### src/rtl/serial_adder.sv
// Digit-serial adder/subtractor: operands captured on start, DIGIT bits summed
// per cycle through a registered carry; result presented with a one-cycle done.
module serial_adder #(
  parameter int WIDTH = 8,
  parameter int DIGIT = 1
) (
  input  logic             clk,
  input  logic             rst,
  input  logic             start,
  input  logic             Sub,
  input  logic [WIDTH-1:0] A,
  input  logic [WIDTH-1:0] B,
  output logic             busy,
  output logic             done,
  output logic [WIDTH-1:0] Sum,
  output logic             Carry,
  output logic             Overflow
);

  localparam int N  = WIDTH / DIGIT;
  localparam int CW = (N > 1) ? $clog2(N) : 1;

  typedef enum logic [1:0] {IDLE, RUN, DONE} state_t;

  state_t            state, state_next;
  logic [WIDTH-1:0]  op_a, op_b, shreg, shreg_next;
  logic              c;
  logic [CW-1:0]     cnt;
  logic [DIGIT:0]    slice_sum;
  logic              msb_cin;
  logic              last, accept;

  assign busy   = (state == RUN);
  assign done   = (state == DONE);
  assign last   = (cnt == CW'(N - 1));
  assign accept = start && (state != RUN);

  // The single DIGIT-bit adder slice shared by every cycle of the operation.
  assign slice_sum  = {1'b0, op_a[DIGIT-1:0]} + {1'b0, op_b[DIGIT-1:0]} + (DIGIT+1)'(c);
  // Carry into the slice's top bit, recovered from that bit's sum and inputs.
  assign msb_cin    = slice_sum[DIGIT-1] ^ op_a[DIGIT-1] ^ op_b[DIGIT-1];
  assign shreg_next = (shreg >> DIGIT) | (WIDTH'(slice_sum[DIGIT-1:0]) << (WIDTH - DIGIT));

  // NOTE: sequential state uses non-blocking assignments so every register
  // samples pre-edge values regardless of statement order.
  always_ff @(posedge clk or posedge rst) begin
    if (rst) state <= IDLE;
    else     state <= state_next;
  end

  // NOTE: the default assignment first guarantees no latch on any path.
  always_comb begin
    state_next = state;
    case (state)
      IDLE:    if (start) state_next = RUN;
      RUN:     if (last)  state_next = DONE;
      DONE:    state_next = start ? RUN : IDLE;
      default: state_next = IDLE;
    endcase
  end

  // NOTE: all datapath registers are plain flops, so all take the async reset;
  // there is no memory array here that would be left unreset.
  always_ff @(posedge clk or posedge rst) begin
    if (rst) begin
      op_a     <= '0;
      op_b     <= '0;
      c        <= 1'b0;
      cnt      <= '0;
      shreg    <= '0;
      Sum      <= '0;
      Carry    <= 1'b0;
      Overflow <= 1'b0;
    end else if (accept) begin
      op_a  <= A;
      op_b  <= Sub ? ~B : B;
      c     <= Sub;
      cnt   <= '0;
      shreg <= '0;
    end else if (state == RUN) begin
      op_a  <= op_a >> DIGIT;
      op_b  <= op_b >> DIGIT;
      c     <= slice_sum[DIGIT];
      cnt   <= cnt + 1'b1;
      shreg <= shreg_next;
      if (last) begin
        Sum      <= shreg_next;
        Carry    <= slice_sum[DIGIT];
        Overflow <= msb_cin ^ slice_sum[DIGIT];
      end
    end
  end

endmodule

### config.mk
export PLATFORM = sky130hd
export DESIGN_NAME = serial_adder
export DESIGN_NICKNAME = d
export VERILOG_FILES = /design/src/rtl/serial_adder.sv
export SDC_FILE = /design/constraint.sdc
export NUM_CORES = 1
export LEC_CHECK = 0
export CAP_MARGIN = 5
export CORE_MARGIN = 2
export CORE_UTILIZATION = 40
export DETAILED_ROUTE_END_ITERATION = 10
export PLACE_DENSITY = 0.6
export SLEW_MARGIN = 10
export SYNTH_ARGS = -nofsm -noshare
export SYNTH_HDL_FRONTEND = slang
export SYNTH_SLANG_ARGS = --single-unit
### constraint.sdc
create_clock -name clk -period 1.97 [get_ports clk]
set_input_delay 0.394 -clock clk [delete_from_list [all_inputs] [get_ports clk]]
set_output_delay 0.394 -clock clk [all_outputs]
set_load 0.03 [all_outputs]
* After elaboration in Yosys (flattened, before gate mapping) *
Index checks and enable logic that the tools add are counted.

storage, ports and cells
  register bits after elaboration = 40
  bits in latches = 0
  bits in writable memories = 0
  logic and storage cells = 44
  memory bits (read-only) = 0
  output and inout port bits = 12
  memories kept = 0
  bits of input ports = 20

cells by class
  equal/unequal tests = 6
  muxes and demuxes = 15
  div/mod/pow operators = 0
  $mul = 0
  reductions and logical operators = 5
  $lt $le $gt $ge = 0
  $add $sub $neg = 3
  shift-type cells = 0
  bitwise logic cells = 6

operator list
  operator             number
  $mux 8               7
  $not 8->8            1
  $or 7x8->8           1
  $mux 3               2
  $pmux 2 s3           1
  $mux 2               2
  $ne 2x1->1 const B   2
  $add 3x1->3 const B  1
  $eq 3x3->1 const B   1
  $mux 1               3
  $reduce_and 3->1     1
  $xor 1x1->1          3
  $add 1x1->2          1
  $add 2x1->2          1
  $eq 2x1->1 const B   1
  $eq 2x2->1 const B   1
  $logic_not 2->1      1
  $ne 2x2->1 const B   1
  $reduce_and 2->1     1
  $reduce_bool 2->1    1
  $logic_and 1x1->1    1
  $not 1->1            1

* Longest topological paths before layout *
Gate-level depths: netlist (run 1).

  word-level depth = 5
  gate-level depth with buffers = 6
  gate-level depth less buffers = 5

* Worst setup path before layout (run 1) *
Ideal clock, no wire load.

  path type = reg2reg
  start point = register cnt[0]
  end point = register Carry
  slack = 0.489 ns
  period minus slack after synthesis = 1.481 ns
  stages on the path, launching flop included = 6
  setup time = 0.125 ns
  data arrival time = 1.356 ns
  cell sequence = dfrtp_1 > ha_1 > ha_1 > nand3b_1 > buf_6 > mux2_4

between the ends
  word-level cells in the longest chain between the ends = 2

ends and longest elaborated chain
  item                        line  source
  start: declaration          28    logic [CW-1:0] cnt;
  start signal: assignment    84    cnt <= cnt + 1'b1;
  $eq 3x3->1                  35    assign last = (cnt == CW'(N - 1));
  $reduce_and 3->1 (no line)  --
  end signal: assignment      88    Carry <= slice_sum[DIGIT];
  end: declaration            16    output logic Carry,

Every way passes these cells.
A chain may end at the register's enable or synchronous reset.

* Final worst setup path (run 1) *
  start point = register state[0]
  end point = output port done

between the ends
  word-level cells in the longest chain between the ends = 1

ends and longest elaborated chain
  item                      line  source
  start: declaration        25    state_t state, state_next;
  start signal: assignment  48    else state <= state_next;
  $eq 2x2->1                34    assign done = (state == DONE);
  end: declaration          14    output logic done,

Every way passes these cells.

==> summary.txt, run 1 <==
power share of the combinational group: 0.416
CP max stage cell: clkdlybuf4s50_1
antenna violations before repair: 0
CP Data Required Time: 1.58 ns
die extent in y: 70.53 microns
fin nets: 214
CTS sink count: 39
final slew viol count: 0
first-pass GRT wire length: 5423 microns
area delta synth->final: 24.31%
vias in the first global route: 1,174
Initial DRT Pass Iterations: 4
Mapped Cells: 158
I/O pin count: 32
via count: 1,189
routed len/inst: 12.44 microns
WP data arrival: 1.47 ns
Unique masters post-synth: 22
flops & latches, synth: 39
area of the multi-input gates: 714.4 sq um
ANT nets after route: 0
CTS buffer count: 5
Final WS setup: 0.1031 ns
type of the worst setup path: reg2out
CTS tree: done
Clock Skew: 0.004555 ns
Avg Inst Size Synth: 11.21 sq um
post-DP HPWL: 2118 microns
# hold bufs at CTS: 0
Psw: 1.158 mW
worst-path cell chain: nor2b_1 > clkdlybuf4s50_1
GRT Residual Overflow: 0
outcome: finished, final reports clean
share of cells above drive strength 1: 0.1105
Die Width: 70.53 microns
setup TNS: 0 ns
Max-Cap Viols: 0
Routed WL: 3011 microns
fin crit period: 1.867 ns
startpoint types: flop
clock tree buffer depth: 2
Leak: 1.027 nW
Post-CTS Repair Setup Buffers: 0
period utilisation layout: 0.9477
largest net degree at the start of global routing: 40
final-report setup violation count: 0
pre-CTS WS: 0.2786 ns
Power Density: 1427 mW/mm^2
syn_nets: 181
htree depth: 2
Tot Pwr: 3.141 mW
Synth Cell Area: 0.001770 sq mm
die area: 0.004974 sq mm
Reg power frac: 0.431
worst-margin pin slew: 0.4887 ns
First DRT Iteration DRCs: 72
placer congestion estimate: 0.7704
Vias/cell: 4.913
max_slew headroom: 0.6732
CTS resizes: 0
ANT cells: 0
Final Hold Fails: 0
fill cell count: 392
sequential area share after synthesis: 0.5512
num rows: 24
internal power: 1.983 mW
Worst-path clk slew: 0.07 ns
CP Max Fanout: 4
core box area: 0.004294 sq mm
drt drc: 0
Layout Cells excl Fill: 242
CP max stage delay: 0.67 ns
Clk Latency, worst-skew pair: 0.28 ns
Total Routing Usage GR: 0.1394
HP Class: reg2reg
yosys warns: 0
power share of the clock group: 0.153
register area: 975.9 sq um
Cells after DPL: 236
Initial Util: 0.4123
CP endpoint kind: output port
maximum VDD drop: 528.8 uV
Port Buf Inserts: 31
sw frac: 0.3687
unrepaired setup endpoints after global routing: false
clock tree root driver cell: clkbuf_8
fmax: 535.6 MHz
## area by class of cell
cell class                      count  area share
Tap cell                           52     0.02956
Inverter                            4    0.006822
Timing Repair Buffer               36      0.1626
Multi-Input combinational cell    105      0.3246
Sequential cell                    39      0.4434
Clock buffer                        6     0.03297
## cell usage after synthesis
library cell  count  area [sq um]
nor2_1            1         3.750
nand3b_1          1         7.510
nand3_1           1         5.000
nand2_1          34         127.6
buf_6             2         22.52
o21ai_1          27         135.1
ha_1              2         25.02
o22ai_1           1         6.260
inv_2             3         11.26
buf_4             1         7.510
nor2b_1           1         6.260
dfrtp_1          39         975.9
mux2_4            7         105.1
xor2_1            7         61.31
xnor2_1           2         17.52
nand2b_1          1         6.260
inv_1             1         3.750
mux2_1            2         22.52
fa_1              1         20.02
mux2i_1          16         160.2
a21oi_1           1         5.000
buf_2             7         35.03
## flip-flops by register name, indices dropped and copies added, names as in the netlist
name and count:
shreg 7, cnt 3, Carry 1, c 1
Overflow 1, Sum 8, op_a 8, op_b 8
state 2
## critical path, delay by kind of cell (launching register included)
kind / cells / cell delay, ns
buffers and inverters: 1 / 0.67
flip-flops: 1 / 0.41
AND/OR/NAND/NOR: 1 / 0.11
## through the flow
stage               cell area (sq um)  utilization  hold WS [ns]
floorplan                        1770            -        0.4549
global placement                 2128       0.4956        0.4659
detailed placement               2128       0.4956        0.4729
CTS                              2201       0.5125        0.4923
global route                     2201       0.5125        0.5181
finish                           2201       0.5125        0.4849
## power by group through the flow
stage          Sequential [mW]  Clock [mW]  Combinational [mW]
2_1_floorplan             1.51           0               0.748
6_report                  1.35       0.481                1.31
5_1_grt                   1.41       0.536                1.46
3_5_place_dp              1.36           0                1.33
3_3_place_gp              1.35           0                1.29
4_1_cts                   1.35       0.503                1.33
## layer usage
metal	global-route usage	vias up	part of all wire
met3	0.05128	5	0.055
li1	-	590	-
met1	0.1770	568	0.47
met5	0	-	0
met2	0.2212	26	0.46
met4	0.05031	0	0.013
## final timing paths
path | from | to | slack, ns | depth (start not counted)
max in group asynchronous | rst | op_a[3] | 1.10 | 3
worst min register to register | Overflow | Overflow | 0.48 | 2
worst max register to register | cnt[0] | Sum[5] | 0.41 | 5
min in group asynchronous | rst | Sum[2] | 0.53 | 3
worst max-delay path | state[0] | done | 0.10 | 2
worst min-delay path | Overflow | Overflow | 0.48 | 2
## cell families after synthesis
family	after synthesis	share of synthesized area
AND/OR/NAND/NOR	39	0.08834
flip-flops	39	0.5512
AO/OA/AOI/OAI	29	0.08269
multiplexers	25	0.1625
buffers and inverters	14	0.04523
XOR/XNOR	9	0.04453
adder cells (fa/ha/maj)	3	0.02544
## layout by cell type (no fill, tap or decap), drive strengths merged
| cell type | instances |
|---|---|
| dfrtp | 39 |
| nand2 | 34 |
| clkdlybuf4s50 | 30 |
| o21ai | 27 |
| mux2i | 16 |
| mux2 | 9 |
| xor2 | 7 |
| clkbuf | 6 |
| buf | 6 |
| inv | 4 |
| xnor2 | 2 |
| ha | 2 |
| nand2b | 1 |
| a21oi | 1 |
| nor2 | 1 |
| nand3b | 1 |
| nor2b | 1 |
| o22ai | 1 |
| nand3 | 1 |
| fa | 1 |
Note: power is estimated with default switching activity, not from simulation.
==> run 2, diff against run 1 <==
--- a/config.mk
+++ b/config.mk
@@ -8,6 +8,7 @@
 export CAP_MARGIN = 5
 export CORE_MARGIN = 2
 export CORE_UTILIZATION = 40
+export CTS_BUF_LIST = sky130_fd_sc_hd__clkbuf_8
 export DETAILED_ROUTE_END_ITERATION = 10
 export PLACE_DENSITY = 0.6
 export SLEW_MARGIN = 10
==> run 2 against run 1 <==
Global-route usage did not move; final cell count did not move; sequential cell count did not move; core utilization did not move; clock power fell by 1%; clock skew barely moved; combinational power barely moved; sequential power barely moved; largest power group unchanged.
==> summary.txt, run 2 (synthesized netlist as in run 1, its figures left out) <==
commonest non-fill, non-tap cells in the layout: dfrtp_1, nand2_1, clkdlybuf4s50_1
antenna violations before repair: 0
R2R Path End: Sum[5]
unrepaired setup endpoints after global routing: false
Initial Util: 0.4123
Routed WL: 3009 microns
via count: 1,188
WP data arrival: 1.47 ns
# hold bufs at CTS: 0
Reg2Reg Depth: 5
power share of the combinational group: 0.417
Vias/cell: 4.909
type of the worst setup path: reg2out
Clock Skew: 0.004156 ns
fmax: 535.7 MHz
Final Hold Fails: 0
Largest regs: Sum (8), op_a (8), op_b (8)
GRT met3 Usage: 0.05128
WHS Path Cells: 2
CP endpoint kind: output port
setup TNS: 0 ns
Worst-path clk slew: 0.07 ns
startpoint types: flop
routed len/inst: 12.43 microns
Leak: 1.031 nW
Reg power frac: 0.431
Initial DRT Pass Iterations: 4
Hold Path Sink: Overflow
Die Width: 70.53 microns
Clk Latency, worst-skew pair: 0.28 ns
share of cells above drive strength 1: 0.1105
htree depth: 2
Post-Place Cell Area: 0.002128 sq mm
commonest non-fill, non-tap cell in the layout: dfrtp_1
final slew viol count: 0
global routing usage on met2: 0.2212
GRT Residual Overflow: 0
Critical R2R Launch: cnt[0]
fin crit period: 1.867 ns
max_slew headroom: 0.6732
final-report setup violation count: 0
CTS tree: done
drt drc: 0
cell area after layout: 0.002201 sq mm
CP Max Fanout: 4
I/O pin count: 32
core box area: 0.004294 sq mm
ANT cells: 0
fin nets: 214
outcome: finished, final reports clean
First DRT Iteration DRCs: 72
CTS buffer count: 5
die extent in y: 70.53 microns
power share of the clock group: 0.152
CP Data Required Time: 1.58 ns
busiest grt layer: met2
sw frac: 0.3694
HP Class: reg2reg
maximum VDD drop: 528.8 uV
fill cell count: 392
Port Buf Inserts: 31
largest net degree at the start of global routing: 40
placer congestion estimate: 0.7704
first-pass GRT wire length: 5423 microns
Psw: 1.158 mW
period utilisation layout: 0.9476
worst-margin pin slew: 0.4887 ns
Total Routing Usage GR: 0.1394
internal power: 1.978 mW
area delta synth->final: 24.31%
vias in the first global route: 1,174
CTS sink count: 39
num rows: 24
hold_sp: Overflow
post-DP HPWL: 2118 microns
Post-CTS Repair Setup Buffers: 0
Max-Cap Viols: 0
CTS resizes: 0
Reg2Reg Setup Slack: 0.41 ns
Power Density: 1425 mW/mm^2
die area: 0.004974 sq mm
ANT nets after route: 0
clock tree buffer depth: 2
M1 GR Usage: 0.1770
clock tree root driver cell: clkbuf_8
## run 2: changes by cell type in the layout (fill, tap and decap cells not counted)
cell,delta
clkbuf_1,-1
inv_1,+1
## run 2: worst max-delay path by stage
stage / start / end / slack [ns] / cells after the start
2_1_floorplan: cnt[0] / Carry / 0.49 / 5
3_3_place_gp: Sub / op_b[0] / 0.36 / 4
3_5_place_dp: Sub / op_b[1] / 0.28 / 4
4_1_cts: state[0] / done / 0.09 / 2
5_1_grt: state[0] / done / 0.03 / 2
6_report: state[0] / done / 0.10 / 2
## run 2: per-stage QoR
step / total power [mW] / cells / setup WS, ns / utilization / hold WS (ns)
floorplan: 2.261 / 158 / 0.4890 / - / 0.4549
global placement: 2.648 / 236 / 0.3590 / 0.4956 / 0.4659
detailed placement: 2.696 / 236 / 0.2786 / 0.4956 / 0.4729
CTS: 3.187 / 242 / 0.08853 / 0.5125 / 0.4923
global route: 3.394 / 242 / 0.03337 / 0.5125 / 0.5181
finish: 3.136 / 242 / 0.1033 / 0.5125 / 0.4849
## run 2: cell type report
| cell class | count | area, sq um | share of cell area |
|---|---|---|---|
| Sequential cell | 39 | 975.9 | 0.4434 |
| Inverter | 4 | 15.01 | 0.006822 |
| Clock inverter | 1 | 3.754 | 0.001706 |
| Clock buffer | 5 | 68.82 | 0.03127 |
| Timing Repair Buffer | 36 | 357.8 | 0.1626 |
| Multi-Input combinational cell | 105 | 714.4 | 0.3246 |
| Tap cell | 52 | 65.06 | 0.02956 |
## run 2: worst max-delay path: stages (launching register included)
cell	delay, ns
dfrtp_1	0.41
nor2b_1	0.11
clkdlybuf4s50_1	0.67
## run 2: power by group through the flow
stage	clock, mW	sequential (mW)	combinational, mW
floorplan	0	1.51	0.748
global placement	0	1.35	1.29
detailed placement	0	1.36	1.33
CTS	0.498	1.35	1.33
global route	0.531	1.41	1.46
finish	0.476	1.35	1.31
## run 2: metal layers
layer,vias to the layer above,part of all wire,wire (microns)
met2,26,0.46,1383
met3,5,0.056,167
met1,567,0.47,1419
met4,0,0.013,38
li1,590,-,-
met5,-,0,0
==> run 3, diff against run 2 <==
--- a/config.mk
+++ b/config.mk
@@ -10,7 +10,9 @@
 export CORE_UTILIZATION = 40
 export CTS_BUF_LIST = sky130_fd_sc_hd__clkbuf_8
 export DETAILED_ROUTE_END_ITERATION = 10
+export GPL_TIMING_DRIVEN = 0
 export PLACE_DENSITY = 0.6
+export REMOVE_ABC_BUFFERS = 1
 export SLEW_MARGIN = 10
 export SYNTH_ARGS = -nofsm -noshare
 export SYNTH_HDL_FRONTEND = slang
==> run 3 against run 2 <==
Clock skew is essentially flat; sequential power is essentially flat; die area is the same; count of clock-buffer cells in the layout grew 1; critical endpoint is now busy.
==> summary.txt, run 3 (synthesized netlist as in run 1, its figures left out) <==
unrepaired setup endpoints after global routing: false
Port Buf Inserts: 31
Reg power frac: 0.396
Reg2Reg Setup Slack: 0.43 ns
maximum VDD drop: 599.8 uV
drt drc: 0
power share of the clock group: 0.200
Final Core Density: 0.5318
GRT Residual Overflow: 0
clock tree buffer depth: 2
First DRT Iteration DRCs: 55
fin crit period: 1.829 ns
fmax: 546.9 MHz
Die Width: 70.53 microns
Clock Skew: 0.004163 ns
fin nets: 212
die extent in y: 70.53 microns
startpoint types: flop
Cells after DPL: 232
largest net degree at the start of global routing: 51
Leak: 1.087 nW
Max-Cap Viols: 0
sw frac: 0.3523
worst-margin pin slew: 1.063 ns
routed len/inst: 13.08 microns
post-DP HPWL: 2125 microns
clock tree root driver cell: clkbuf_8
Routed WL: 3166 microns
Post-Place Cell Area: 0.002108 sq mm
ANT nets after route: 0
CP Data Required Time: 1.58 ns
WP data arrival: 1.43 ns
Power Density: 1493 mW/mm^2
HP Class: in2async
CP endpoint kind: output port
htree depth: 2
Clk Latency, worst-skew pair: 0.29 ns
Psw: 1.201 mW
Vias/cell: 4.831
type of the worst setup path: reg2out
core box area: 0.004294 sq mm
power share of the combinational group: 0.404
Worst-path clk slew: 0.07 ns
commonest non-fill, non-tap cells in the layout: dfrtp_1, nand2_1, clkdlybuf4s50_1
max_slew headroom: 0.2904
area delta synth->final: 28.98%
internal power: 2.208 mW
antenna violations before repair: 0
placer congestion estimate: 0.7652
vias in the first global route: 1,127
share of cells above drive strength 1: 0.1263
via count: 1,169
CTS buffer count: 5
Initial Util: 0.4123
Worst Hold Slack: 0.4087 ns
Final Hold Fails: 0
# hold bufs at CTS: 0
Initial DRT Pass Iterations: 4
commonest non-fill, non-tap cell in the layout: dfrtp_1
final slew viol count: 0
num rows: 24
cell area after layout: 0.002283 sq mm
setup TNS: 0 ns
die area: 0.004974 sq mm
Largest regs: Sum (8), op_a (8), op_b (8)
final-report setup violation count: 0
period utilisation layout: 0.9282
CTS tree: done
CP Max Fanout: 25
first-pass GRT wire length: 5188 microns
outcome: finished, final reports clean
I/O pin count: 32
ANT cells: 0
CTS sink count: 39
Layout Cells excl Fill: 242
Total Routing Usage GR: 0.1321
-- run 3: cell count changes in the layout (fill, tap and decap cells not counted), sizes merged, moves of 2 or more --
cell           previous run  this run
bufinv                    0         2
buf                       6         3
dlymetal6s2s              0         2
clkdlybuf4s50            30        28
-- run 3: cell type report --
class / instances / area (sq um)
flip-flops and latches: 39 / 975.9
well taps: 52 / 65.06
clock inverters: 2 / 35.03
clock buffers: 6 / 82.58
repair inverters: 1 / 8.758
multi-input cells: 105 / 716.9
repair buffers: 33 / 357.8
fillers: 366 / 2011
inverters: 4 / 41.29
-- run 3: path summary, 6_finish.rpt --
kind	endpoint	start	depth (start not counted)
min	shreg[5]	rst	2
max in group asynchronous	cnt[1]	rst	3
min in group clk	Overflow	Overflow	2
min reg2reg	Overflow	Overflow	2
max	busy	state[1]	3
max reg2reg	Sum[5]	cnt[0]	5
-- run 3: per-stage QoR --
stage | total power, mW | worst slack, ns
2_1_floorplan | 2.197 | 0.3117
3_3_place_gp | 2.600 | -0.3894
3_5_place_dp | 2.659 | -0.3848
4_1_cts | 3.419 | 0.005635
5_1_grt | 3.671 | 0.06126
6_report | 3.409 | 0.1414
-- run 3: timing repair --
action | CTS | global route
resized for setup | 7 | 5
cloned | 0 | 1
setup buffers | 0 | 1
setup endpoints to repair | 1 | 13
-- run 3: worst max-delay path: stages (launching register included) --
cell and delay, ns:
dfrtp_1 0.38, nand2b_2 0.27, bufinv_16 0.28, buf_2 0.21
-- run 3: power by group through the flow --
stage	clock network (mW)	logic, mW	registers (mW)
after global routing	0.741	1.53	1.40
after global placement	0	1.25	1.35
final	0.681	1.38	1.35
after floorplan	0	0.684	1.51
after detailed placement	0	1.29	1.37
after CTS	0.704	1.36	1.35
-- run 3: metal layers --
layer / routed length, microns / vias up / global-route usage
met1: 1455 / 553 / 0.1777
met3: 155 / 5 / 0.05128
li1: - / 584 / -
met2: 1523 / 27 / 0.2044
met5: 0 / - / 0
met4: 31 / 0 / 0.03145
